$ cat src/rtl/seq_pkg.sv
// seq_pkg: shared icode constants, status codes, FSM states and helpers for the SEQ controller.
//   Contents: icode localparams (HALT..POP), stat_t (AOK/HLT/ADR/INS),
//   state_t (IDLE..DONE), sat_inc (saturating 32-bit increment).
package seq_pkg;
    localparam logic [3:0] HALT = 4'h0, NOP = 4'h1, CMOV = 4'h2, IRMOV = 4'h3,
                           RMMOV = 4'h4, MRMOV = 4'h5, OPQ = 4'h6, JXX = 4'h7,
                           CALL = 4'h8, RET = 4'h9, PUSH = 4'hA, POP = 4'hB;
    typedef enum logic [1:0] {AOK = 2'b00, HLT = 2'b01, ADR = 2'b10, INS = 2'b11} stat_t;
    typedef enum logic [2:0] {
        IDLE, FETCH, DECODE, EXECUTE, MEMORY, WRITEBACK, PC_UPDATE, DONE
    } state_t;
    function automatic logic [31:0] sat_inc(input logic [31:0] v);
        return (&v) ? v : v + 32'd1;
    endfunction
endpackage

$ cat src/rtl/seq_next_pc.sv
// seq_next_pc: combinational next-PC select from the fetched icode and stage results.
//   Ports: icode (4), cnd (1), val_c/val_m/val_p (64) in; next_pc (64) out.
module seq_next_pc
    import seq_pkg::*;
(
    input  logic [3:0]  icode,
    input  logic        cnd,
    input  logic [63:0] val_c,
    input  logic [63:0] val_m,
    input  logic [63:0] val_p,
    output logic [63:0] next_pc
);
    assign next_pc = (icode == CALL || (icode == JXX && cnd)) ? val_c :
                     (icode == RET) ? val_m : val_p;
endmodule

$ cat src/rtl/seq_stage_controller.sv
// seq_stage_controller: Y86-64 SEQ sequencer stepping one stage per cycle and owning the PC.
//   Ports: clock, reset (sync, active-high), start (level);
//   in_code, cnd, val_c, val_p, val_m, flag_halt, bad_mem, in_error, dmem_error from the stages;
//   p_ctr, en_fetch..en_writeback strobes, stat, busy, cycle_count, instr_count out.
module seq_stage_controller
    import seq_pkg::*;
#(
    parameter logic [63:0] RESET_PC   = 64'd0,
    parameter logic [31:0] MAX_CYCLES = 32'd0
) (
    input  logic        clock,
    input  logic        reset,
    input  logic        start,
    input  logic [3:0]  in_code,
    input  logic        cnd,
    input  logic [63:0] val_c,
    input  logic [63:0] val_p,
    input  logic [63:0] val_m,
    input  logic        flag_halt,
    input  logic        bad_mem,
    input  logic        in_error,
    input  logic        dmem_error,
    output logic [63:0] p_ctr,
    output logic        en_fetch,
    output logic        en_decode,
    output logic        en_execute,
    output logic        en_memory,
    output logic        en_writeback,
    output logic [1:0]  stat,
    output logic        busy,
    output logic [31:0] cycle_count,
    output logic [31:0] instr_count
);
    state_t      state, state_n;
    logic [63:0] pc_n, next_pc;
    logic [1:0]  stat_n;
    logic [31:0] cc_n, ic_n;
    logic        fault, watchdog;

    seq_next_pc u_next_pc (
        .icode(in_code), .cnd(cnd), .val_c(val_c), .val_m(val_m), .val_p(val_p), .next_pc(next_pc)
    );

    assign busy = state != IDLE && state != DONE;
    // Strobes are gated by reset so the cycle in which reset is sampled issues none.
    assign en_fetch     = !reset && state == FETCH;
    assign en_decode    = !reset && state == DECODE;
    assign en_execute   = !reset && state == EXECUTE;
    assign en_memory    = !reset && state == MEMORY;
    assign en_writeback = !reset && state == WRITEBACK;
    assign fault    = bad_mem || in_error || flag_halt;
    assign watchdog = MAX_CYCLES != 32'd0 && busy && cycle_count == MAX_CYCLES - 32'd1;

    always_comb begin
        state_n = state;
        pc_n    = p_ctr;
        stat_n  = stat;
        cc_n    = busy ? sat_inc(cycle_count) : cycle_count;
        ic_n    = instr_count;
        case (state)
            IDLE:      state_n = start ? FETCH : IDLE;
            FETCH:     state_n = DECODE;
            DECODE: begin
                state_n = fault ? DONE : EXECUTE;
                stat_n  = bad_mem ? ADR : in_error ? INS : flag_halt ? HLT : stat;
                ic_n    = fault ? sat_inc(instr_count) : instr_count;
            end
            EXECUTE:   state_n = MEMORY;
            MEMORY:    state_n = WRITEBACK;
            WRITEBACK: begin
                state_n = dmem_error ? DONE : PC_UPDATE;
                stat_n  = dmem_error ? ADR : stat;
                ic_n    = dmem_error ? sat_inc(instr_count) : instr_count;
            end
            PC_UPDATE: begin
                state_n = FETCH;
                pc_n    = next_pc;
                ic_n    = sat_inc(instr_count);
            end
            default:   state_n = DONE;
        endcase
        // The watchdog overrides whatever the current stage would have done.
        if (watchdog) begin
            state_n = DONE;
            stat_n  = ADR;
            pc_n    = p_ctr;
            ic_n    = instr_count;
        end
    end

    always_ff @(posedge clock) begin
        if (reset) begin
            state       <= IDLE;
            p_ctr       <= RESET_PC;
            stat        <= AOK;
            cycle_count <= '0;
            instr_count <= '0;
        end else begin
            state       <= state_n;
            p_ctr       <= pc_n;
            stat        <= stat_n;
            cycle_count <= cc_n;
            instr_count <= ic_n;
        end
    end
endmodule

$ cat config.mk
export PLATFORM = sky130hd
export DESIGN_NAME = seq_stage_controller
export DESIGN_NICKNAME = d
export VERILOG_FILES = /design/src/rtl/seq_pkg.sv /design/src/rtl/seq_next_pc.sv /design/src/rtl/seq_stage_controller.sv
export SDC_FILE = /design/constraint.sdc
export NUM_CORES = 1
export LEC_CHECK = 0
export BUFFER_PORTS_ARGS = -buffer_cell sky130_fd_sc_hd__buf_2
export CORE_UTILIZATION = 40
export DETAILED_ROUTE_END_ITERATION = 7
export PLACE_DENSITY = 0.79
export SLEW_MARGIN = 15
export SYNTH_ARGS = -nofsm -noshare
export SYNTH_HDL_FRONTEND = slang
export SYNTH_SLANG_ARGS = --single-unit
$ cat constraint.sdc
create_clock -name clock -period 5.4 [get_ports clock]
set_input_delay 1.62 -clock clock [delete_from_list [all_inputs] [get_ports clock]]
set_output_delay 1.62 -clock clock [all_outputs]
set_load 0.005 [all_outputs]
### Word level (Yosys, flattened, before mapping)

Index checks and enable logic that the tools add are counted.

* add/subtract/negate cells: 2
* reduce and logical (&&, ||, !) cells: 20
* muxes and demuxes: 15
* bitwise operators: 1
* eq/ne operators: 13

Operator list (number)
* two-way mux 64 bit: 2
* two-way mux 32 bit: 3
* one-hot mux 32 bit (3 select lines): 1
* adder 32 x 1 -> 32 bit, second input constant: 2
* AND reduction 32 bit: 2
* one-hot mux 3 bit (7 select lines): 1
* == test 3 bit, second input constant: 3
* == test 4 bit, second input constant: 2
* two-way mux 2 bit: 4
* logical AND 1 bit: 7
* == test 3 x 2 -> 1 bit, second input constant: 2
* AND reduction 3 bit: 2
* nonzero test 3 bit: 2
* == test 4 x 3 -> 1 bit, second input constant: 1
* inequality test 2 bit, second input constant: 2
* inequality test 4 bit, second input constant: 1
* one-hot mux 2 bit (2 select lines): 1
* == test 3 x 1 -> 1 bit, second input constant: 1
* logical NOT 3 bit: 1
* logical OR 1 bit: 3
* two-way mux 3 bit: 1
* inequality test 3 bit, second input constant: 1
* two-way mux 1 bit: 2
* AND reduction 2 bit: 1
* 3 further kinds: 3

* logic and storage cells: 56
* flip-flop bits (word level): 133
* output and inout bits: 136

### Depth between registers and ports, before layout

* word-level depth: 4
* gate-level depth with buffers: 8
* depth with buffers taken out: 6

### By module

Synthesis repeated with hierarchy kept, for this count alone.

* cells, all modules: 861
* area, all modules: 7419.6 sq um

Modules (own cells, without submodules)
* seq_stage_controller: cells an instance 716, area an instance 5795.6 sq um, seq. area each 2662.6 sq um, times used 1
* seq_next_pc: cells an instance 145, area an instance 1624.1 sq um, seq. area each 0.0 sq um, times used 1

### Worst setup path before layout

OpenSTA, ideal clock, no wires.

* path kind: in2out
* from: input reset
* to: output en_writeback
* required time: 3780 ps
* setup slack: 1533 ps
* stages: 3
* arrival: 2247 ps
* buffers on the path: 2
* cell sequence: clkbuf_1 -> clkbuf_1 -> nor2_1

* word-level cells in the longest chain between the ends: 2

Ends and longest elaborated chain
* start: declaration: RTL line seq_stage_controller.sv:12 `input logic reset,`
* logical NOT 1 bit: RTL line seq_stage_controller.sv:50 `assign en_writeback = !reset && state == WRITEBACK;`
* logical AND 1 bit: RTL line seq_stage_controller.sv:50
* end: declaration: RTL line seq_stage_controller.sv:28 `output logic en_writeback,`

No other way between the ends.

### Final worst setup path

Same ends and word-level chain as after synthesis.

==> flow_summary.html <==
<table>
<tr><th>Metric</th><th>Value</th></tr>
<tr><th colspan="2">Run status</th></tr>
<tr><td>Result of the run</td><td>completed</td></tr>
<tr><th colspan="2">Pwr</th></tr>
<tr><td>Leakage Power</td><td>roughly 3.8 nW</td></tr>
<tr><td>Sequential share of power</td><td>a little over two fifths</td></tr>
<tr><td>Portion of total power attributed to combinational logic</td><td>about an eighth</td></tr>
<tr><td>Worst ir drop on vdd</td><td>0.000210 V</td></tr>
<tr><td>Internal cell power</td><td>roughly 1.8 mW</td></tr>
<tr><td>Switching share of power</td><td>26.2%</td></tr>
<tr><td>Relative contribution of the clock network to total power</td><td>between 40% and 50%</td></tr>
<tr><td>Power, Total</td><td>approximately 2.4 mW</td></tr>
<tr><td>Sw power</td><td>0.634 mW</td></tr>
<tr><td>Ratio of total power to cell area</td><td>roughly 270 mW/mm^2</td></tr>
<tr><th colspan="2">Critical path</th></tr>
<tr><td>Endpoint class of the critical path</td><td>output pin</td></tr>
<tr><td>Startpoint types</td><td>primary input</td></tr>
<tr><td>Data required time at the worst endpoint</td><td>3780 ps</td></tr>
<tr><td>Largest fanout on the critical path</td><td>35</td></tr>
<tr><td>Crit Path Class</td><td>primary input to output pin</td></tr>
<tr><td>Signal arrival time at the worst endpoint</td><td>approximately 2400 ps</td></tr>
<tr><th colspan="2">Clocking</th></tr>
<tr><td>CTS Hold Bufs</td><td>0</td></tr>
<tr><td>Maximum clock insertion buffer count</td><td>2</td></tr>
<tr><td>Clock transition at path regs</td><td>~60 ps</td></tr>
<tr><td>CTS buffer count</td><td>17</td></tr>
<tr><td>Clock sink total</td><td>approximately 130</td></tr>
<tr><td>Buffers inserted during post-CTS setup optimization</td><td>0</td></tr>
<tr><td>TritonCTS clock tree</td><td>yes</td></tr>
<tr><td>Maximum level of the CTS H-tree</td><td>4</td></tr>
<tr><td>Root Driver</td><td>sky130_fd_sc_hd__clkbuf_16</td></tr>
<tr><td>Skew-Pair Late Insertion Delay</td><td>around 420 ps</td></tr>
<tr><td>CTS resizes</td><td>0</td></tr>
<tr><th colspan="2">Logic synthesis</th></tr>
<tr><td>Main synth FF type</td><td>sky130_fd_sc_hd__dfxtp_1</td></tr>
<tr><td>Post-synth design cell area</td><td>0.00667 mm^2</td></tr>
<tr><td>Syn nets</td><td>992</td></tr>
<tr><td>Number of distinct library cells after synthesis</td><td>approximately 50</td></tr>
<tr><td>Gate count of the mapped netlist</td><td>786</td></tr>
<tr><td>Mean Syn Cell Area</td><td>8.48 um^2</td></tr>
<tr><td>Share of flip-flops with an asynchronous set or reset after synthesis</td><td>0%</td></tr>
<tr><td>YS warnings</td><td>0</td></tr>
<tr><td>Post-synthesis sequential area ratio</td><td>between 30 and 40%</td></tr>
<tr><td>EDFF count, synth</td><td>0</td></tr>
<tr><td>Synthesis-stage register bit count</td><td>between 100 and 150</td></tr>
<tr><th colspan="2">GRT</th></tr>
<tr><td>Vias in the first global route</td><td>between 6000 and 7000</td></tr>
<tr><td>First-pass GRT wire length</td><td>about 32 mm</td></tr>
<tr><td>GRT Total Usage</td><td>about a quarter</td></tr>
<tr><td>Maximum number of pins on one net before global-route repair</td><td>75</td></tr>
<tr><td>Grt total ovfl</td><td>0</td></tr>
<tr><td>Number of antenna violations at the first check in global routing</td><td>1</td></tr>
<tr><th colspan="2">Timing</th></tr>
<tr><td>Final critical-path share of the clock period</td><td>roughly three quarters</td></tr>
<tr><td>Time the worst path needs with I/O delays and setup</td><td>about 4000 ps</td></tr>
<tr><td>Slew of the pin with the lowest slew margin</td><td>894 ps</td></tr>
<tr><td>Total negative setup slack</td><td>0 ps</td></tr>
<tr><td>Max_slew headroom</td><td>about two fifths</td></tr>
<tr><td>Peak clock frequency supported by timing</td><td>between 200 and 250 MHz</td></tr>
<tr><td>Final Slew Violations</td><td>0</td></tr>
<tr><td>Count of endpoints failing hold in the final timing report</td><td>0</td></tr>
<tr><td>Layout Skew</td><td>about 15 ps</td></tr>
<tr><td>Setup ws final</td><td>about 1400 ps</td></tr>
<tr><td>Setup Viol. Count Final</td><td>0</td></tr>
<tr><td>Setup repair after global routing missed its margin</td><td>false</td></tr>
<tr><th colspan="2">Routing</th></tr>
<tr><td>Wire per inst</td><td>15.8 um</td></tr>
<tr><td>Metal-1 WL</td><td>approximately 8.7 mm</td></tr>
<tr><td>Met3 WL</td><td>about 1.7 mm</td></tr>
<tr><td>Count of nets left with antenna violations after detail routing</td><td>0</td></tr>
<tr><td>Average vias per placed instance</td><td>roughly 5.4</td></tr>
<tr><td>Total length of routed met2 wires</td><td>a little over 10 mm</td></tr>
<tr><td>Remaining DRCs</td><td>0</td></tr>
<tr><td>Number of search-and-repair iterations in the first detailed-routing pass</td><td>5</td></tr>
<tr><td>Top Metal Used</td><td>met4</td></tr>
<tr><td>DRT Wirelength</td><td>between 20 and 25 mm</td></tr>
<tr><td>Total via count in the routed design</td><td>between 7000 and 8000</td></tr>
<tr><td>Number of DRC markers in iteration 0</td><td>roughly 350</td></tr>
<tr><th colspan="2">Final layout</th></tr>
<tr><td>Area taken by flip-flops and latches</td><td>between 0.002 and 0.003 mm^2</td></tr>
<tr><td>Area added between synthesis and finish</td><td>36.1%</td></tr>
<tr><td>Post-layout net count</td><td>approximately 1300</td></tr>
<tr><td>Area occupied by multi-input gates</td><td>approximately 0.0038 mm^2</td></tr>
<tr><td>Final cell count without fillers</td><td>~1300</td></tr>
<tr><td>Filler Cell Count</td><td>1477</td></tr>
<tr><td>Layout cell share with drive strength beyond 1</td><td>a little over a third</td></tr>
<tr><th colspan="2">Die</th></tr>
<tr><td>Total core area</td><td>0.0161 mm^2</td></tr>
<tr><td>Starting Density</td><td>approximately 42%</td></tr>
<tr><td>Core Rows</td><td>46</td></tr>
<tr><td>Ports placed on the boundary</td><td>between 300 and 400</td></tr>
<tr><td>Die width</td><td>around 130 um</td></tr>
<tr><td>Die extent in y</td><td>131 um</td></tr>
<tr><td>Full die area</td><td>approximately 0.017 mm^2</td></tr>
<tr><th colspan="2">Place</th></tr>
<tr><td>Routability Congestion</td><td>approximately 0.85</td></tr>
<tr><td>Count of port buffers added during placement</td><td>around 340</td></tr>
<tr><td>Sum of net half-perimeters after detailed placement</td><td>approximately 15 mm</td></tr>
<tr><td>Post-place setup slack</td><td>1390 ps</td></tr>
<tr><td>Number of instances in the placed design</td><td>1297</td></tr>
<tr><th colspan="2">Min path</th></tr>
<tr><td>Worst Hold Class</td><td>flop to flop</td></tr>
<tr><th colspan="2">Job</th></tr>
<tr><td>Number of max-cap violations</td><td>0</td></tr>
</table>
[metrics by stage]
| step | utilization, % | area [um^2] | hold slack [ps] |
|---|---|---|---|
| 6_report | 56.5 | 9080 | 472 |
| 5_1_grt | 56.5 | 9070 | 486 |
| 4_1_cts | 56.5 | 9070 | 476 |
| 3_5_place_dp | 53.1 | 8530 | 458 |
| 3_3_place_gp | 53.1 | 8530 | 458 |
| 2_1_floorplan | - | 6670 | 466 |
[layer usage]
metal | GRT usage [%] | vias up
met5 | 0 | -
met4 | 7.03 | 0
met3 | 8.24 | 24
met2 | 40.4 | 256
met1 | 28.0 | 3336
li1 | - | 3590
[kinds of logic (layout without fill, tap and decap cells)]
| kind of cell | count (synthesis) | after routing | synth area share (%) |
|---|---|---|---|
| compound gates | 250 | 250 | 24.2 |
| xor+xnor | 6 | 6 | 0.788 |
| fa+ha+maj | 2 | 2 | 0.375 |
| buf+inv | 60 | 387 | 3.55 |
| flops | 133 | 133 | 39.9 |
| mux | 68 | 68 | 10.2 |
| other cells | 0 | 1 | 0 |
| simple gates | 267 | 267 | 20.9 |
[placed cells by master, fill, tap and decap left out, drive strengths merged, types with 16 or more instances in the layout]
master,Yosys,layout
buf,12,347
dfxtp,133,133
o21ai,94,94
nand2,92,92
mux2i,67,67
a22o,64,64
a21oi,55,55
or3,32,32
nor2,32,32
nand3,30,30
or4,24,24
o31ai,23,23
clkbuf,40,19
nand4,16,16
[critical path: stages]
cell	delay (ps)
sky130_fd_sc_hd__buf_2	170
sky130_fd_sc_hd__buf_4	380
sky130_fd_sc_hd__nor2_1	80
sky130_fd_sc_hd__buf_2	130
[sequential cells by signal, indices dropped and copies added (netlist names)]
name and flops:
instr_count 32, cycle_count 32, stat 2, p_ctr 64, state 3
[worst paths after layout]
check                                from               to  slack, ps  depth (start not counted)
worst max-delay path                reset     en_writeback       1390                          4
worst min-delay path            p_ctr[41]        p_ctr[41]        470                          1
worst max register to register   state[2]  cycle_count[26]       2560                          5
worst min register to register  p_ctr[41]        p_ctr[41]        470                          1
[area by class of cell]
| class | count | share of cell area, % |
|---|---|---|
| diodes | 1 | 0.0276 |
| multi-input cells | 593 | 42.0 |
| clock buffers | 19 | 4.77 |
| well taps | 216 | 2.98 |
| inverters | 8 | 0.331 |
| repair buffers | 347 | 19.4 |
| flip-flops and latches | 133 | 29.3 |
| clock inverters | 13 | 1.21 |
[power groups by stage]
stage                     Sequential, mW  Combinational [mW]  Clock, mW
after floorplan                     1.06               0.164          0
after global placement              1.07               0.292          0
after detailed placement            1.07               0.298          0
after CTS                           1.05               0.299       1.09
after global routing                1.06               0.331       1.14
final                               1.05               0.298       1.07
[synthesized netlist by cell type, types with 2 or more instances]
cell	n	area (um^2)
sky130_fd_sc_hd__xnor2_1	5	43.8
sky130_fd_sc_hd__ha_1	2	25.0
sky130_fd_sc_hd__nor3_1	7	35.0
sky130_fd_sc_hd__clkbuf_1	40	150
sky130_fd_sc_hd__mux2i_1	67	671
sky130_fd_sc_hd__o22ai_1	2	12.5
sky130_fd_sc_hd__a21oi_1	55	275
sky130_fd_sc_hd__nor2_1	32	120
sky130_fd_sc_hd__o211ai_1	2	15.0
sky130_fd_sc_hd__or4_1	23	173
sky130_fd_sc_hd__nand2b_1	2	12.5
sky130_fd_sc_hd__nand3_1	30	150
sky130_fd_sc_hd__inv_1	8	30.0
sky130_fd_sc_hd__and4_1	6	52.6
sky130_fd_sc_hd__a22o_1	64	561
sky130_fd_sc_hd__and3_1	6	37.5
sky130_fd_sc_hd__nand4_1	16	100
sky130_fd_sc_hd__buf_1	3	11.3
sky130_fd_sc_hd__nand2_1	92	345
sky130_fd_sc_hd__a311oi_1	2	17.5
sky130_fd_sc_hd__or3_1	32	200
sky130_fd_sc_hd__o21ai_0	94	470
sky130_fd_sc_hd__nand3b_1	2	15.0
sky130_fd_sc_hd__buf_2	9	45.0
sky130_fd_sc_hd__nor4bb_1	2	20.0
sky130_fd_sc_hd__o31ai_1	22	165
sky130_fd_sc_hd__nor4b_1	2	17.5
sky130_fd_sc_hd__nor2b_1	4	25.0
sky130_fd_sc_hd__dfxtp_1	133	2660
sky130_fd_sc_hd__or2_2	3	18.8
(Power assumes the default switching activity.)
